[config.mk]
export PLATFORM = sky130hd
export DESIGN_NAME = line_rasterizer
export DESIGN_NICKNAME = d
export VERILOG_FILES = /design/src/rtl/line_rasterizer.sv
export SDC_FILE = /design/constraint.sdc
export NUM_CORES = 1
export LEC_CHECK = 0
export BUFFER_PORTS_ARGS = -buffer_cell sky130_fd_sc_hd__buf_2
export CORE_AREA = 2 2 95 120
export CTS_BUF_LIST = sky130_fd_sc_hd__clkbuf_2
export DETAILED_ROUTE_END_ITERATION = 7
export DIE_AREA = 0 0 97 122
export PLACE_DENSITY_LB_ADDON = 0.05
export REMOVE_ABC_BUFFERS = 1
export SYNTH_ARGS = -nofsm -noshare
export SYNTH_HDL_FRONTEND = slang
export SYNTH_SLANG_ARGS = --single-unit
[constraint.sdc]
create_clock -name clk -period 10.2 [get_ports clk]
set_input_delay 0.51 -clock clk [delete_from_list [all_inputs] [get_ports clk]]
set_output_delay 0.51 -clock clk [all_outputs]
set_load 0.01 [all_outputs]
[src/rtl/line_rasterizer.sv]
// Bresenham line rasterizer: latches two endpoints on start and streams every pixel of the
// segment over a valid/ready interface, suppressing pixels that fall outside the active area.
module line_rasterizer #(
   parameter int HOR_ACTIVE_PIXELS = 640,
   parameter int VER_ACTIVE_PIXELS = 480,
   localparam int X_WIDTH = $clog2(HOR_ACTIVE_PIXELS),
   localparam int Y_WIDTH = $clog2(VER_ACTIVE_PIXELS)
) (
   input  logic               clk,
   input  logic               rst_n,
   input  logic               start,
   output logic               ready,
   input  logic [X_WIDTH-1:0] x1,
   input  logic [Y_WIDTH-1:0] y1,
   input  logic [X_WIDTH-1:0] x2,
   input  logic [Y_WIDTH-1:0] y2,
   output logic [X_WIDTH-1:0] pixel_x,
   output logic [Y_WIDTH-1:0] pixel_y,
   output logic               pixel_valid,
   input  logic               pixel_ready
);

   localparam int E_WIDTH = ((X_WIDTH > Y_WIDTH) ? X_WIDTH : Y_WIDTH) + 2;
   localparam logic [X_WIDTH:0] HorLim = (X_WIDTH + 1)'(HOR_ACTIVE_PIXELS);
   localparam logic [Y_WIDTH:0] VerLim = (Y_WIDTH + 1)'(VER_ACTIVE_PIXELS);

   typedef enum logic [1:0] {StIdle, StSetup, StStep} state_e;

   state_e                     state_q, state_d;
   logic [X_WIDTH-1:0]         cur_x_q, cur_x_d, end_x_q, end_x_d;
   logic [Y_WIDTH-1:0]         cur_y_q, cur_y_d, end_y_q, end_y_d;
   logic signed [E_WIDTH-1:0]  dx_q, dx_d, dy_q, dy_d, err_q, err_d;
   logic                       sx_neg_q, sx_neg_d, sy_neg_q, sy_neg_d;

   logic signed [E_WIDTH-1:0]  diff_x, diff_y, abs_x, abs_y;
   logic signed [E_WIDTH:0]    e2, dx_ext, dy_ext;
   logic                       on_screen, advance, at_end, step_x, step_y;

   always_ff @(posedge clk or negedge rst_n) begin
      if (!rst_n) begin
         state_q  <= StIdle;
         cur_x_q  <= '0;
         cur_y_q  <= '0;
         end_x_q  <= '0;
         end_y_q  <= '0;
         dx_q     <= '0;
         dy_q     <= '0;
         err_q    <= '0;
         sx_neg_q <= 1'b0;
         sy_neg_q <= 1'b0;
      end else begin
         state_q  <= state_d;
         cur_x_q  <= cur_x_d;
         cur_y_q  <= cur_y_d;
         end_x_q  <= end_x_d;
         end_y_q  <= end_y_d;
         dx_q     <= dx_d;
         dy_q     <= dy_d;
         err_q    <= err_d;
         sx_neg_q <= sx_neg_d;
         sy_neg_q <= sy_neg_d;
      end
   end

   // Endpoint deltas; cur holds (x1,y1) while in setup.
   always_comb begin
      diff_x = $signed({{(E_WIDTH - X_WIDTH){1'b0}}, end_x_q})
             - $signed({{(E_WIDTH - X_WIDTH){1'b0}}, cur_x_q});
      diff_y = $signed({{(E_WIDTH - Y_WIDTH){1'b0}}, end_y_q})
             - $signed({{(E_WIDTH - Y_WIDTH){1'b0}}, cur_y_q});
      abs_x  = diff_x[E_WIDTH-1] ? -diff_x : diff_x;
      abs_y  = diff_y[E_WIDTH-1] ? -diff_y : diff_y;
   end

   always_comb begin
      e2        = {err_q, 1'b0};
      dx_ext    = {dx_q[E_WIDTH-1], dx_q};
      dy_ext    = {dy_q[E_WIDTH-1], dy_q};
      step_x    = (e2 >= dy_ext);
      step_y    = (e2 <= dx_ext);
      on_screen = ({1'b0, cur_x_q} < HorLim) && ({1'b0, cur_y_q} < VerLim);
      at_end    = (cur_x_q == end_x_q) && (cur_y_q == end_y_q);
      // Clipped pixels never wait on the framebuffer.
      advance   = !on_screen || pixel_ready;
   end

   always_comb begin
      state_d  = state_q;
      cur_x_d  = cur_x_q;
      cur_y_d  = cur_y_q;
      end_x_d  = end_x_q;
      end_y_d  = end_y_q;
      dx_d     = dx_q;
      dy_d     = dy_q;
      err_d    = err_q;
      sx_neg_d = sx_neg_q;
      sy_neg_d = sy_neg_q;
      ready       = 1'b0;
      pixel_valid = 1'b0;

      unique case (state_q)
         StIdle: begin
            ready = 1'b1;
            if (start) begin
               cur_x_d = x1;
               cur_y_d = y1;
               end_x_d = x2;
               end_y_d = y2;
               state_d = StSetup;
            end
         end
         StSetup: begin
            dx_d     = abs_x;
            dy_d     = -abs_y;
            err_d    = abs_x - abs_y;
            sx_neg_d = diff_x[E_WIDTH-1];
            sy_neg_d = diff_y[E_WIDTH-1];
            state_d  = StStep;
         end
         StStep: begin
            pixel_valid = on_screen;
            if (advance) begin
               if (at_end) begin
                  state_d = StIdle;
               end else begin
                  err_d = err_q + (step_x ? dy_q : '0) + (step_y ? dx_q : '0);
                  if (step_x) begin
                     cur_x_d = sx_neg_q ? cur_x_q - X_WIDTH'(1) : cur_x_q + X_WIDTH'(1);
                  end
                  if (step_y) begin
                     cur_y_d = sy_neg_q ? cur_y_q - Y_WIDTH'(1) : cur_y_q + Y_WIDTH'(1);
                  end
               end
            end
         end
         default: state_d = StIdle;
      endcase
   end

   assign pixel_x = cur_x_q;
   assign pixel_y = cur_y_q;

endmodule

# == After elaboration in Yosys (flattened, before gate mapping) ==
# Index checks and enable logic that the tools add are counted.
# totals
ff_bits,78
in_bits,42
elab_cells,73
# op_classes
addsub,12
order_cmp,4
n_eq_ne,10
mux,25
reduce_logical,12
# ops
cell,n
12-bit 2-to-1 mux,6
10-bit 2-to-1 mux,5
9-bit 2-to-1 mux,5
12-bit adder,2
12-bit case mux with 2 select lines,1
10-bit case mux with 2 select lines,1
9-bit case mux with 2 select lines,1
13-bit by 12-bit greater-or-equal comparator with 1-bit output,1
13-bit by 12-bit <= comparator with 1-bit output,1
"2-bit != test, second input constant",6
10-bit negator with 12-bit output,1
11-bit negator with 12-bit output,1
12-bit negator,1
12-bit subtractor,1
10-bit by 10-bit subtractor with 11-bit output,1
"10-bit by 1-bit adder with 10-bit output, second input constant",1
10-bit equality test,1
"10-bit less-than comparator, second input constant",1
5-bit AND reduction,2
"10-bit by 1-bit subtractor with 10-bit output, second input constant",1
9-bit by 9-bit subtractor with 10-bit output,1
"9-bit by 1-bit adder with 9-bit output, second input constant",1
9-bit equality test,1
"9-bit less-than comparator, second input constant",1
13 further kinds,19

# == Longest topological paths before layout ==
# Gate-level depths: netlist (run 1).
# depth
word_depth,7
ltp_mapped,23

# == Worst setup path after synthesis (run 1) ==
# OpenSTA, ideal clock, no wires.
# synth_path
path_kind,register -> register
start,register err_q[11]
end,register err_q[11]
setup_time_ns,0.129
arrival_time_ns,4.135
t_required_ns,10.071
setup_slack_ns,5.936
path_stages_with_launch,21
n_path_buf,1
period_less_slack_ns,4.264
path_cell_list,dfrtp_1 > ha_1 > nand4_1 > nor3_1 > o221ai_1 > a222oi_1 > clkbuf_1 > nor2_1 > fa_1 > ha_1 > inv_1 > fa_1 > nor2b_1 > o21a_1 > o31ai_1 > a21oi_1 > nand3_1 > nand2_1 > a21oi_1 > o21ba_2 > nand3b_1
# synth_between
elab_chain_len,7
# synth_rtl
item,line,rtl
from (decl),32,"logic signed [E_WIDTH-1:0] dx_q, dx_d, dy_q, dy_d, err_q, err_d;"
from (signal assigned),59,err_q <= err_d;
13-bit by 12-bit greater-or-equal comparator with 1-bit output,79,step_x = (e2 >= dy_ext);
12-bit 2-to-1 mux,126,err_d = err_q + (step_x ? dy_q : '0) + (step_y ? dx_q : '0);
12-bit adder,126,
12-bit adder (*),126,
12-bit 2-to-1 mux (*),123,if (at_end) begin
12-bit 2-to-1 mux (*),122,if (advance) begin
12-bit case mux with 2 select lines (*),101,unique case (state_q)
# Every way passes the cells marked *; elsewhere a longest branch is shown, timed or not. The select of a mux whose other input is x is not followed.
# A chain may end at the register's enable or synchronous reset.

# == Worst setup path after layout (run 1) ==
# Same ends and word-level chain as after synthesis.

==> metrics, run 1 <==
die width 97 um; RePlAce Congestion ~0.97; Final Net Count 1037; CTS Buf Count 9; reg-to-reg setup timing slack 5070 ps; Routed Wire Length 17100 um; area leader, netlist dfrtp_1; max_cap viols 0; Area Growth Syn to Fin 7.07%; kind of critical path register to register; fin crit share 50.3%; Min-Delay Path Class input pin to async pin; Worst setup SP type register; CTS resizes 0; post-synth cell types 65; Slew Limit Fails 0; critical-path maximum fanout 7; Synth Flop Type dfrtp_1; CTS tree done; Post-Synthesis Cells 842; boundary pin count 63; #FFs+latches synth 78; chip height 122 um; Post-Place Cells 1020; setup violators final 0; synth warn 0; Hold Violations, Final 0; Vias/cell 5.98; Initial Util 66.1%; vias in the first global route 6364; first-pass GRT wire length 29100 um; count leader, synth ha_1; core footprint 10800 um^2; htree depth 3; port bufs 62; Worst EP required approximately 11000 ps; largest net degree at the start of global routing approximately 80; clock transition at the registers of the reported paths 220 ps; TritonRoute pass-1 iters 5; Tmin final 5130 ps; fraction of registers with async set/reset 100%; antenna violations before repair 1; FMAX 195 MHz; Max-slew headroom between 30% and 40%; Worst-Margin Slew 1030 ps; area fraction of the dominant cell type after synthesis about 27%; Crit. End Element register; GRT Total Usage between 30 and 40%; WL/cell 16.5 um; Initial DRC Count 271; TNS Setup 0 ps; clk root buf clkbuf_2; fraction of layout cells with a size suffix above 1 a little over an eighth; grt total ovfl 0; Final Util 70.8%; FF-to-FF End err_q[11]; CP arrival about 5600 ps; clock sinks 78; post-DP HPWL 13600 um; FF-to-FF Start err_q[11]; Final ANT Viol Nets 0; Remaining DRCs 0; full die area 11800 um^2; Synth Cell Area just over 7000 um^2; clk_lat worst skew between 500 and 600 ps; most frequent cells after synthesis ha_1, dfrtp_1, nand2_1; EDFF count, synth 0; Cell Rows 43; Max clock buf depth 2; unrepaired setup endpoints after global routing false; # hold bufs at CTS 0; Avg Inst Size Synth between 8 and 9 um^2; status finished clean; reg2reg path depth 20; post-synthesis sequential area ratio 27.3%; Setup Skew 33.4 ps; post-CTS setup buffer count 0; Via Count 6194; post-route insts no fill 1036; main area contributors after synthesis dfrtp_1, ha_1, o21ai_0, fa_1, xnor2_1
## worst max-delay path, cell delays in order (launching register included)
cell	delay, ps
dfrtp_1	510
ha_1	350
nand4_1	110
nor3_1	270
o221ai_1	160
a222oi_1	880
buf_4	290
nor2_1	60
fa_1	490
ha_1	170
inv_1	60
fa_1	380
nor2b_1	160
o21a_1	160
o31ai_1	100
a21oi_1	230
nand3_1	110
nand2_1	110
a21oi_1	70
o31ai_1	270
nand3b_1	100
## logic make-up after synthesis
kind of cell | Yosys count | share of synthesized area [%]
simple gates | 268 | 17.9
mux | 27 | 4.24
other cells | 1 | 0.0525
fa+ha+maj | 99 | 19.1
flops | 78 | 27.3
compound gates | 213 | 18.7
buf+inv | 97 | 5.10
xor+xnor | 59 | 7.55
## state kept, by name, indices dropped and copies added, names as in the netlist
register and flops:
dx_q 12, dy_q 12, err_q 12, end_x_q 10, pixel_x 10, end_y_q 9
pixel_y 9, state_q 2, sx_neg_q 1, sy_neg_q 1
## worst max-delay path by stage
stage                endpoint      start  depth (start not counted)  slack, ps
floorplan           err_q[11]  err_q[11]                         19       5710
global placement    err_q[11]   err_q[7]                         20       5330
detailed placement  err_q[11]  err_q[11]                         20       5120
CTS                 err_q[11]  err_q[11]                         20       5110
global route        err_q[11]  err_q[11]                         20       4650
finish              err_q[11]  err_q[11]                         20       5070
## cells in the final DEF, fill, tap and decap left out, drive strengths merged, types with 4 or more instances in the layout
cell / netlist / final
a31oi: 12 / 12
mux2: 26 / 26
dfrtp: 78 / 78
fa: 17 / 17
nor3: 16 / 16
o21a: 4 / 4
nand4: 12 / 12
o211ai: 4 / 4
clkinv: 0 / 4
nand2b: 14 / 14
or3: 8 / 8
ha: 82 / 82
a21o: 22 / 22
xor2: 19 / 19
inv: 72 / 72
nand2: 78 / 78
and3: 4 / 4
nand3: 22 / 22
nor2: 71 / 71
o21ai: 79 / 79
nor2b: 19 / 19
o31ai: 8 / 8
a211oi: 4 / 4
clkbuf: 22 / 11
a21oi: 46 / 46
buf: 3 / 68
xnor2: 40 / 40
and2: 12 / 12
a21boi: 5 / 5
## area by class of cell
class | count | area, um^2
diodes | 1 | 2.50
clock buffers | 11 | 55.1
clock inverters | 4 | 15.0
fillers | 889 | 3160
inverters | 72 | 270
multi-input cells | 667 | 4830
flip-flops and latches | 78 | 1950
well taps | 135 | 169
repair buffers | 68 | 358
## stage by stage
stage	setup WS (ps)	hold WS [ps]	cell area [um^2]
2_1_floorplan	5710	214	7050
3_3_place_gp	5330	469	7580
3_5_place_dp	5120	473	7580
4_1_cts	5110	108	7650
5_1_grt	4650	118	7650
6_report	5070	86.5	7650
## layer usage
layer / track usage, % / vias up / part of all wire (%)
met5: 0 / - / 0
met4: 12.8 / 0 / 3.2
met3: 4.30 / 32 / 3.9
met2: 55.2 / 157 / 52
met1: 35.7 / 2944 / 41
li1: - / 3061 / -
Power of run 1 is not shown: default switching activity piles up to over one toggle a cycle in this logic, so the estimate is an artifact.
==> inputs of run 2 (changes only) <==
Settings changed: CORE_AREA 2 2 95 120 to 2 2 99 125, DIE_AREA 0 0 97 122 to 0 0 101 127.
Clock period 10.2 ns to 4.78 ns, I/O delays scaled along.
==> run 2 against run 1 <==
- routed wire length rose by 4.2%
- clock skew shrank 0.79 ps
- cell area is 5.3% higher
- utilization shrank 1.1 points
- register-to-register slack got worse by 4800 ps
- cell count grew 3.8%
- critical path depth is the same
- critical endpoint is now err_q[10]
- largest cell class unchanged
==> metrics, run 2 (synthesis results as in run 1) <==
FF-to-FF End err_q[10]; CTS Buf Count 9; setup violators final 0; grt total ovfl 0; vias in the first global route between 6000 and 7000; largest registers dx_q: 12 flops, dy_q: 12 flops, err_q: 12 flops; Max clock buf depth 2; Initial Util 61.8%; met1 track demand over resource 34.7%; Initial DRC Count 347; chip height 127 um; full die area ~13000 um^2; antenna violations before repair 1; Remaining DRCs 0; Max-slew headroom 32.1%; TritonRoute pass-1 iters 4; Worst Setup EP err_q[10]; Routed Wire Length 17800 um; largest net degree at the start of global routing 79; most frequent cells in the layout ha_1, nand2_1, dfrtp_1, o21ai_0, inv_1; Cell Rows 44; max_cap viols 0; first-pass GRT wire length 29900 um; GRT Total Usage between 20 and 30%; port bufs a little over 60; reg2reg path depth 20; Area Growth Syn to Fin 12.7%; Via Count 6356; critical-path maximum fanout 6; Tmin final 4540 ps; Slew Limit Fails 0; clk root buf clkbuf_2; fraction of layout cells with a size suffix above 1 14.5%; hold path depth 5; Placed Area roughly 7600 um^2; Crit. End Element register; Final ANT Viol Nets 0; Final Net Count approximately 1100; FF-to-FF Start pixel_x[0]; unrepaired setup endpoints after global routing true; status finished clean; RePlAce Congestion between 0.9 and 1; CTS tree done; origin of the worst setup path pixel_x[0]; post-DP HPWL 13500 um; met3 Track Usage GR 2.41%; clock transition at the registers of the reported paths 220 ps; clock sinks between 70 and 80; Min-Delay Path Class input pin to register; kind of critical path register to register; Vias/cell 5.91; busiest layer in global routing met2; CP arrival 4990 ps; Worst-Margin Slew 1020 ps; final instance area 8060 um^2; met2 usage 53.0%; clk_lat worst skew 560 ps; htree depth 3; post-CTS setup buffer count 0; core footprint roughly 12000 um^2; Setup Skew approximately 33 ps; WL/cell 16.6 um; reg-to-reg setup timing slack 240 ps; die width slightly above 100 um; boundary pin count 63; most common cell after layout, fill and taps aside ha_1; Worst EP required 5230 ps; fin crit share roughly 95%; FMAX approximately 220 MHz; Worst setup SP type register; Hold Violations, Final 0
[run 2: changes by cell type in the layout (fill, tap and decap cells not counted), sizes merged]
cell,delta
buf,+1
clkinv,-1
dlygate4sd3,+36
[run 2: worst max-delay path, cell delays in order (launching register included)]
cell and delay [ps]:
dfrtp_1 450, ha_1 190, inv_1 50, fa_1 400, a21o_1 170, a21oi_1 270, nor2_1 120, o31a_1 270
o21ai_0 200, nand2b_1 210, mux2i_2 240, fa_1 440, nor2b_1 110, o21ai_0 120, a21boi_1 240, o21ai_0 120
a21oi_1 280, a31oi_1 150, xnor2_1 140, a21boi_0 170, o22ai_1 100
[run 2: how the worst min path moves through the flow]
stage,startpoint,endpoint,slack (ps)
final,y1[3],pixel_y[3],20
after global routing,x1[9],pixel_x[9],60
after CTS,y1[3],pixel_y[3],3
after detailed placement,x2[0],end_x_q[0],460
after global placement,x2[0],end_x_q[0],440
after floorplan,rst_n,dx_q[0],-60
[run 2: area by class of cell]
class                   count  area (um^2)
multi-input cells         667         4860
fillers                   923         3500
flip-flops and latches     78         1950
clock inverters             3         13.8
well taps                 138          173
inverters                  72          270
diodes                      1         2.50
repair buffers            105          726
clock buffers              11         55.1
[run 2: repair_timing]
action	4_1_cts	5_1_grt
endpoints found under the hold margin	113	0
hold buffers	36	0
endpoints found under the setup margin	0	4
resized for setup	0	12
[run 2: layer usage]
metal / wire length (um) / share of wire (%)
met3: 575 / 3.2
met5: 0 / 0
met2: 9230 / 52
met1: 7480 / 42
met4: 565 / 3.2
[run 2: through the flow]
stage	setup TNS (ps)	utilization (%)	hold slack, ps	worst slack [ps]	std cells
2_1_floorplan	0	-	-56.6	288	817
3_3_place_gp	0	65.6	445	274	1024
3_5_place_dp	0	65.6	461	204	1024
4_1_cts	0	69.4	2.53	173	1074
5_1_grt	-63.0	69.7	55.5	-28.7	1075
6_report	0	69.7	17.2	241	1075
Power of run 2 is left out for the same reason.
